File: config.mk
export PLATFORM = sky130hd
export DESIGN_NAME = mmio_port_responder
export DESIGN_NICKNAME = d
export VERILOG_FILES = /design/src/rtl/mmio_port_responder_pkg.sv /design/src/rtl/mmio_port_responder_port_fifo.sv /design/src/rtl/mmio_port_responder.sv
export SDC_FILE = /design/constraint.sdc
export NUM_CORES = 1
export LEC_CHECK = 0
export CORE_ASPECT_RATIO = 1.2
export CORE_MARGIN = 5
export CORE_UTILIZATION = 40
export DETAILED_ROUTE_END_ITERATION = 12
export GPL_TIMING_DRIVEN = 1
export SETUP_SLACK_MARGIN = 0.3
export SLEW_MARGIN = 20
export SYNTH_ARGS = -nofsm -noshare
export SYNTH_HDL_FRONTEND = slang
export SYNTH_SLANG_ARGS = --single-unit
File: constraint.sdc
create_clock -name i_clock -period 3 [get_ports i_clock]
set_clock_uncertainty 0.05 [all_clocks]
set_input_delay 0.45 -clock i_clock [delete_from_list [all_inputs] [get_ports i_clock]]
set_output_delay 0.45 -clock i_clock [all_outputs]
set_load 0.1 [all_outputs]
File: src/rtl/mmio_port_responder_pkg.sv
// Shared definitions for the MMIO port responder: default port addresses,
// status-word bit positions and field widths, and the status packing helper.
package mmio_port_responder_pkg;

  localparam int unsigned DEF_DATA_ADDR   = 96;
  localparam int unsigned DEF_STAT_ADDR   = 97;

  localparam int unsigned ST_RX_NOT_EMPTY = 0;
  localparam int unsigned ST_TX_NOT_FULL  = 1;
  localparam int unsigned ST_RX_UNDERRUN  = 2;
  localparam int unsigned ST_TX_DROP      = 3;
  localparam int unsigned ST_RX_COUNT_LSB = 4;
  localparam int unsigned ST_TX_COUNT_LSB = 8;
  localparam int unsigned ST_COUNT_W      = 4;
  localparam int unsigned ST_W            = 12;

  function automatic logic [ST_W-1:0] pack_status(
    input logic [ST_COUNT_W-1:0] tx_cnt,
    input logic [ST_COUNT_W-1:0] rx_cnt,
    input logic                  tx_drop,
    input logic                  rx_under,
    input logic                  tx_not_full,
    input logic                  rx_not_empty
  );
    logic [ST_W-1:0] s;
    s = {ST_W{1'b0}};
    s[ST_TX_COUNT_LSB +: ST_COUNT_W] = tx_cnt;
    s[ST_RX_COUNT_LSB +: ST_COUNT_W] = rx_cnt;
    s[ST_TX_DROP]                    = tx_drop;
    s[ST_RX_UNDERRUN]                = rx_under;
    s[ST_TX_NOT_FULL]                = tx_not_full;
    s[ST_RX_NOT_EMPTY]               = rx_not_empty;
    return s;
  endfunction

endpackage

File: src/rtl/mmio_port_responder_port_fifo.sv
// Small synchronous FIFO used for both the TX and RX directions.
// A push into a full FIFO is accepted only when a pop frees a slot on the same edge.
module port_fifo #(
  parameter int unsigned WIDTH = 17,
  parameter int unsigned DEPTH = 4,
  localparam int unsigned AW   = $clog2(DEPTH),
  localparam int unsigned CW   = AW + 1
) (
  input  logic             i_clk,
  input  logic             i_rst_n,
  input  logic             i_push,
  input  logic [WIDTH-1:0] i_wdata,
  input  logic             i_pop,
  output logic [WIDTH-1:0] o_head,
  output logic             o_full,
  output logic             o_empty,
  output logic [CW-1:0]    o_count
);

  logic [WIDTH-1:0] r_mem [DEPTH];
  logic [AW-1:0]    r_wr_ptr;
  logic [AW-1:0]    r_rd_ptr;
  logic [CW-1:0]    r_count;
  logic             w_do_pop;
  logic             w_do_push;

  assign o_full    = (r_count == CW'(DEPTH));
  assign o_empty   = (r_count == {CW{1'b0}});
  assign o_count   = r_count;
  assign w_do_pop  = i_pop && !o_empty;
  assign w_do_push = i_push && (!o_full || w_do_pop);
  assign o_head    = o_empty ? {WIDTH{1'b0}} : r_mem[r_rd_ptr];

  // Storage array; contents are only ever observed through the count-gated head.
  always_ff @(posedge i_clk) begin
    if (w_do_push) begin
      r_mem[r_wr_ptr] <= i_wdata;
    end
  end

  // Pointers wrap naturally at DEPTH; count tracks occupancy exactly.
  always_ff @(posedge i_clk or negedge i_rst_n) begin
    if (!i_rst_n) begin
      r_wr_ptr <= {AW{1'b0}};
      r_rd_ptr <= {AW{1'b0}};
      r_count  <= {CW{1'b0}};
    end else begin
      if (w_do_push) begin
        r_wr_ptr <= r_wr_ptr + AW'(1);
      end
      if (w_do_pop) begin
        r_rd_ptr <= r_rd_ptr + AW'(1);
      end
      case ({w_do_push, w_do_pop})
        2'b10:   r_count <= r_count + CW'(1);
        2'b01:   r_count <= r_count - CW'(1);
        default: r_count <= r_count;
      endcase
    end
  end

endmodule

File: src/rtl/mmio_port_responder.sv
// CPU-side MMIO responder: data port queues stores to TX and drains RX on loads,
// status port reports FIFO levels and sticky drop/underrun flags.
module mmio_port_responder
  import mmio_port_responder_pkg::*;
#(
  parameter int unsigned WIDTH     = 17,
  parameter int unsigned DEPTH     = 4,
  parameter int unsigned DATA_ADDR = DEF_DATA_ADDR,
  parameter int unsigned STAT_ADDR = DEF_STAT_ADDR
) (
  input  logic             i_clock,
  input  logic             i_reset_n,
  input  logic [WIDTH-1:0] i_address,
  input  logic [WIDTH-1:0] i_write_data,
  input  logic             i_write_enable,
  input  logic             i_read_enable,
  output logic [WIDTH-1:0] o_read_data,
  output logic [WIDTH-1:0] o_tx_data,
  output logic             o_tx_valid,
  input  logic             i_tx_ready,
  input  logic [WIDTH-1:0] i_rx_data,
  input  logic             i_rx_valid,
  output logic             o_rx_ready
);

  localparam int unsigned CW = $clog2(DEPTH) + 1;

  logic             w_hit_data;
  logic             w_hit_stat;
  logic             w_tx_store;
  logic             w_tx_pop;
  logic             w_tx_full;
  logic             w_tx_empty;
  logic [CW-1:0]    w_tx_count;
  logic             w_rx_load;
  logic             w_rx_push;
  logic             w_rx_full;
  logic             w_rx_empty;
  logic [CW-1:0]    w_rx_count;
  logic [WIDTH-1:0] w_rx_head;
  logic             w_stat_load;
  logic             w_drop_evt;
  logic             w_under_evt;
  logic [ST_W-1:0]  w_status;
  logic             r_tx_drop;
  logic             r_rx_under;

  assign w_hit_data  = (i_address == WIDTH'(DATA_ADDR));
  assign w_hit_stat  = (i_address == WIDTH'(STAT_ADDR));
  assign w_tx_store  = i_write_enable && w_hit_data;
  assign w_rx_load   = i_read_enable && w_hit_data;
  assign w_stat_load = i_read_enable && w_hit_stat;

  // Handshake outputs depend only on registered occupancy, never on the peer's input.
  assign o_tx_valid  = !w_tx_empty;
  assign o_rx_ready  = !w_rx_full;
  assign w_tx_pop    = o_tx_valid && i_tx_ready;
  assign w_rx_push   = i_rx_valid && o_rx_ready;
  assign w_drop_evt  = w_tx_store && w_tx_full && !w_tx_pop;
  assign w_under_evt = w_rx_load && w_rx_empty;

  assign w_status = pack_status(ST_COUNT_W'(w_tx_count), ST_COUNT_W'(w_rx_count),
                                r_tx_drop, r_rx_under, !w_tx_full, !w_rx_empty);

  port_fifo #(.WIDTH(WIDTH), .DEPTH(DEPTH)) u_tx_fifo (
    .i_clk   (i_clock),
    .i_rst_n (i_reset_n),
    .i_push  (w_tx_store),
    .i_wdata (i_write_data),
    .i_pop   (w_tx_pop),
    .o_head  (o_tx_data),
    .o_full  (w_tx_full),
    .o_empty (w_tx_empty),
    .o_count (w_tx_count)
  );

  port_fifo #(.WIDTH(WIDTH), .DEPTH(DEPTH)) u_rx_fifo (
    .i_clk   (i_clock),
    .i_rst_n (i_reset_n),
    .i_push  (w_rx_push),
    .i_wdata (i_rx_data),
    .i_pop   (w_rx_load),
    .o_head  (w_rx_head),
    .o_full  (w_rx_full),
    .o_empty (w_rx_empty),
    .o_count (w_rx_count)
  );

  // Sticky flags: a status load clears them unless a new event lands on the same edge.
  always_ff @(posedge i_clock or negedge i_reset_n) begin
    if (!i_reset_n) begin
      r_tx_drop  <= 1'b0;
      r_rx_under <= 1'b0;
    end else begin
      r_tx_drop  <= w_drop_evt  || (r_tx_drop  && !w_stat_load);
      r_rx_under <= w_under_evt || (r_rx_under && !w_stat_load);
    end
  end

  // Load result mux, valid in the strobe cycle.
  always_comb begin
    o_read_data = {WIDTH{1'b0}};
    if (w_rx_load) begin
      o_read_data = w_rx_head;
    end else if (w_stat_load) begin
      o_read_data = WIDTH'(w_status);
    end else begin
      o_read_data = {WIDTH{1'b0}};
    end
  end

endmodule

Yosys cells after proc, flatten, opt, wreduce, memory -nomap -nowiden
Memories as Yosys holds them, arrays and structs flattened. Index checks and enable logic that the tools add are counted.

Add/sub/neg operators: 8. Eq/ne operators: 8. Multiplexer cells: 10. Reductions and logical operators: 28.

Operators by type and width (count): two-way mux 17 bit (3); equality test 17 x 7 -> 1 bit, second input constant (2); logical AND 1 bit (14); case mux 3 bit (2 select lines) (2); two-way mux 11 bit (1); adder 2 x 1 -> 2 bit, second input constant (4); adder 3 x 1 -> 3 bit, second input constant (2); equality test 3 bit, second input constant (2); logical NOT 1 bit (6); logical NOT 3 bit (2); subtractor 3 x 1 -> 3 bit, second input constant (2); equality test 2 x 1 -> 1 bit, second input constant (2); equality test 2 bit, second input constant (2); logical OR 1 bit (4); two-way mux 1 bit (4); nonzero test 2 bit (2).

Bits in registers: 16. RAM bits: 136. Input bits: 57. Output and inout port bits: 36. Logic and storage cells: 64. Memories: 2.

Memory list: u_rx_fifo.r_mem (depth 4, bits a word 17, rd ports 1, clocked after memory_dff 0, write ports 1, RTL line mmio_port_responder_port_fifo.sv:20) `logic [WIDTH-1:0] r_mem [DEPTH];`; u_tx_fifo.r_mem (depth 4, bits a word 17, rd ports 1, clocked after memory_dff 0, write ports 1, RTL line mmio_port_responder_port_fifo.sv:20).

Logic depth before layout (Yosys ltp)
Depth after elaboration: 8. Gate-level depth with buffers: 11. Gate-level depth less buffers: 10.

Hierarchy
A second synthesis with hierarchy kept.

Cells, all modules: 344. Area total of the unflattened synthesis: 6446.2 um^2.

Modules (own cells, without submodules): port_fifo (u_tx_fifo) (times used 1, cells each 160, area an instance 3076.7 um^2, seq. area each 2217.1 um^2); port_fifo (u_rx_fifo) (times used 1, cells each 147, area an instance 3025.4 um^2, seq. area each 2217.1 um^2); mmio_port_responder (times used 1, cells each 37, area an instance 344.1 um^2, seq. area each 50.0 um^2).

Worst setup path after synthesis
OpenSTA, ideal clock, no wires.

Path type: input -> output. Start: in i_address[1]. End: out o_read_data[0]. Data arrival time: 3.288 ns. Data required time: 2.500 ns. Setup slack: -0.788 ns. Cell stages on the path: 5. Buffers on the path: 1. Cell sequence: nor4_1 and4_1 buf_4 nand2_1 nor3_1.

Word-level cells in the longest chain between the ends: 4. Elaborated cells between the ends (all ways): 6. Those cells by class: eq/ne (2); mux (2); reduce/logical (2).

Ends and longest elaborated chain: start, declared (RTL line mmio_port_responder.sv:13) `input logic [WIDTH-1:0] i_address,`; equality test 17 x 7 -> 1 bit (RTL line mmio_port_responder.sv:49) `assign w_hit_stat = (i_address == WIDTH'(STAT_ADDR));`; logical AND 1 bit (RTL line mmio_port_responder.sv:52) `assign w_stat_load = i_read_enable && w_hit_stat;`; two-way mux 11 bit (RTL line mmio_port_responder.sv:105) `end else if (w_stat_load) begin`; two-way mux 17 bit * (RTL line mmio_port_responder.sv:103) `if (w_rx_load) begin`; end, declared (RTL line mmio_port_responder.sv:17) `output logic [WIDTH-1:0] o_read_data,`.

Mark *: on every way between the ends. The rest lies on a longest branch, timed or not.

Worst setup path after layout
Start: in i_address[3]. End: out o_read_data[5].

Same word-level chain as after synthesis.

==> flow_summary.toml <==
[drt]
drt_pass1_iterations = 4
vias_per_cell = 4.91
routed_wl_um = 12000
ant_nets = 0
drt_iter0_drc = 149
drc_errors = 0
vias = 3218
wl_per_cell_um = 18.3

[grt]
grt_pass1_wl_um = 18800
grt_overflow_total = 0
grt_pass1_vias = 3556
gr-usage-met3 = 0.0418
grt_use_met2 = 0.233
grt_usage = 0.140
grt_max_degree = 20
top_usage_layer = "met2"
antenna_found_initial = 1
use_met1 = 0.169

[synth]
ys.warnings.count = 0
yosysTopAreaCell = "edfxtp_1"
ys_types = 36
synth_nets = 388
synth.area.top_cells = "edfxtp_1, mux4_2, dfrtp_1"
postSynth.asyncResetShare = 0.105
syn_area_per_cell_um2 = 19.3
synth_top_cell_area_share = 0.662
ys_seq_elements = 152
syn_inst = 319
syn_area_um2 = 6170
yosysSeqAreaShare = 0.727
synth_edf_count = 136
ys.flop_type = "edfxtp_1"

[flow_run]
max-cap-violations = 0

[floorplan]
core_um2 = 15100
initial_core_util = 0.409
die_x_um = 123
row_count = 49
io_pins = 93
die_h_um = 146
die_area_um2 = 18000

[clock_network]
insertion_delay_ns = 0.41
htreeDepth = 4
cts.clk_slew.worst_paths_ns = 0.06
cts_tree = "built"
cts_inserted_buffers = 17
cts_sinks = 152
root_buffer = "clkbuf_16"
ctsHoldBuffers = 0
cts_max_path_buffers = 2

[final_layout]
design_area_um2 = 8500
nets = 507
diodes = 0
fin_util = 0.563
layout_common_cells = "edfxtp_1, clkdlybuf4s50_1, buf_12"
fillers = 1178
syn_to_final_growth_pct = 37.6
final_common_cell = "edfxtp_1"
drive_above_1_share = 0.324

[sta]
tightest_slew_ns = 0.763
post-route-period-util = 0.894
setup-tns-final_ns = 0
period_minus_slack_ns = 2.68
layout_setup_ws_ns = 0.319
hold_violations = 0
setup_viol = 0
fmax_ghz = 0.373
drv_slew = 0
timing.slew.headroom = 0.490
rsz0062_at_grt = "yes"

[setup_path]
critPathMaxFanout = 5
start_kind = "primary input"
r2r-start = "u_tx_fifo.o_count[0]"
worstReg2RegEnd = "u_tx_fifo.o_count[2]"
ff2ff_path_depth = 9
worstSetupPathType = "in -> out"
required_ns = 2.50
cp-end-kind = "output port"
worstPathArrival_ns = 2.18
worst-r2r-setup-slack_ns = 0.69

[worst_hold_path]
hold_depth = 1
hp-class = "reg -> reg"
hold-path-endpoint = "u_tx_fifo.r_rd_ptr[1]"
min_from = "u_tx_fifo.r_rd_ptr[1]"

[power]
p_leak_nw = 2.95
power_density_nw_per_um2 = 892
irDropWorstVdd_mv = 0.386

[place]
place_area_um2 = 7850
detailedPlace.worstSlack_ns = 0.132
place_congestion = 0.722
portBuffers = 92
post-dp-hpwl_um = 8030

[status]
status = "finished clean"
-- synthesized netlist by cell type, types with 2 or more instances --
master / n
nor4_1: 3
dfrtp_1: 16
nand3_1: 4
and3_1: 4
nor3_1: 2
nor2b_1: 5
fa_1: 2
nor2_1: 13
xor2_1: 5
and2_1: 23
buf_4: 4
and2b_1: 2
clkbuf_1: 4
edfxtp_1: 136
nand2_1: 3
xnor2_1: 7
mux4_2: 34
a31oi_1: 2
a22oi_1: 9
inv_1: 13
buf_2: 4
ha_1: 10
-- how the worst max path moves through the flow --
stage | endpoint | depth (start not counted) | from | slack [ns]
after global routing | o_read_data[6] | 7 | i_address[1] | 0.25
after floorplan | o_read_data[11] | 5 | i_address[1] | -0.11
after CTS | o_read_data[16] | 7 | i_address[6] | 0.26
after global placement | u_tx_fifo.o_count[2] | 10 | i_tx_ready | 0.17
after detailed placement | u_rx_fifo.o_count[2] | 11 | i_address[3] | 0.13
final | o_read_data[5] | 7 | i_address[3] | 0.32
-- sequential cells by signal, indices dropped and copies added, names as in the netlist --
name / cells
u_tx_fifo.o_count: 3
u_tx_fifo.r_mem: 68
u_tx_fifo.r_wr_ptr: 2
r_rx_under: 1
u_rx_fifo.r_wr_ptr: 2
u_rx_fifo.o_count: 3
u_rx_fifo.r_mem: 68
u_rx_fifo.r_rd_ptr: 2
r_tx_drop: 1
u_tx_fifo.r_rd_ptr: 2
-- stage by stage --
step | hold WS, ns | std cells | power (mW)
2_1_floorplan | 0.104 | 319 | 4.72
3_3_place_gp | 0.411 | 622 | 5.76
3_5_place_dp | 0.415 | 622 | 5.81
4_1_cts | 0.426 | 654 | 7.65
5_1_grt | 0.450 | 655 | 7.91
6_report | 0.422 | 655 | 7.58
-- final cells by class --
cell class | instances | area, um2 | share of cell area
well taps | 204 | 255 | 0.0300
multi-input cells | 141 | 1690 | 0.199
flip-flops and latches | 152 | 4490 | 0.528
clock inverters | 14 | 83.8 | 0.00987
inverters | 13 | 48.8 | 0.00574
repair buffers | 113 | 1500 | 0.176
clock buffers | 18 | 429 | 0.0505
-- power by group --
part	switching (mW)	total, mW	internal [mW]
combinational	1.89	3.04	1.15
sequential	0.122	2.71	2.58
clock	0.793	1.83	1.04
-- critical path, cell delays in order --
cell and delay (ns):
clkdlybuf4s50_1 0.44, nor4_2 0.29, and4_4 0.32, nand2_2 0.14
buf_4 0.21, nor2_4 0.14, buf_12 0.18
-- layer usage --
| layer | up-vias | share of wire |
|---|---|---|
| met2 | 76 | 0.52 |
| met1 | 1625 | 0.41 |
| li1 | 1496 | - |
| met4 | 2 | 0.016 |
| met3 | 19 | 0.053 |
| met5 | - | 0.00058 |
-- repair_timing --
action,CTS,global route
pin swaps,0,3
resized for setup,3,27
endpoints found under the setup margin,17,18
buffers inserted,0,1
-- cells by family (layout without fill, tap and decap cells) --
kind of cell,Yosys count,in the layout,synth area share
simple gates,67,67,0.0641
mux,37,37,0.130
compound gates,13,13,0.0154
flops,152,152,0.727
xor+xnor,12,12,0.0170
buf+inv,26,158,0.0203
fa+ha+maj,12,12,0.0268
Note: power is estimated with default switching activity, not from simulation.
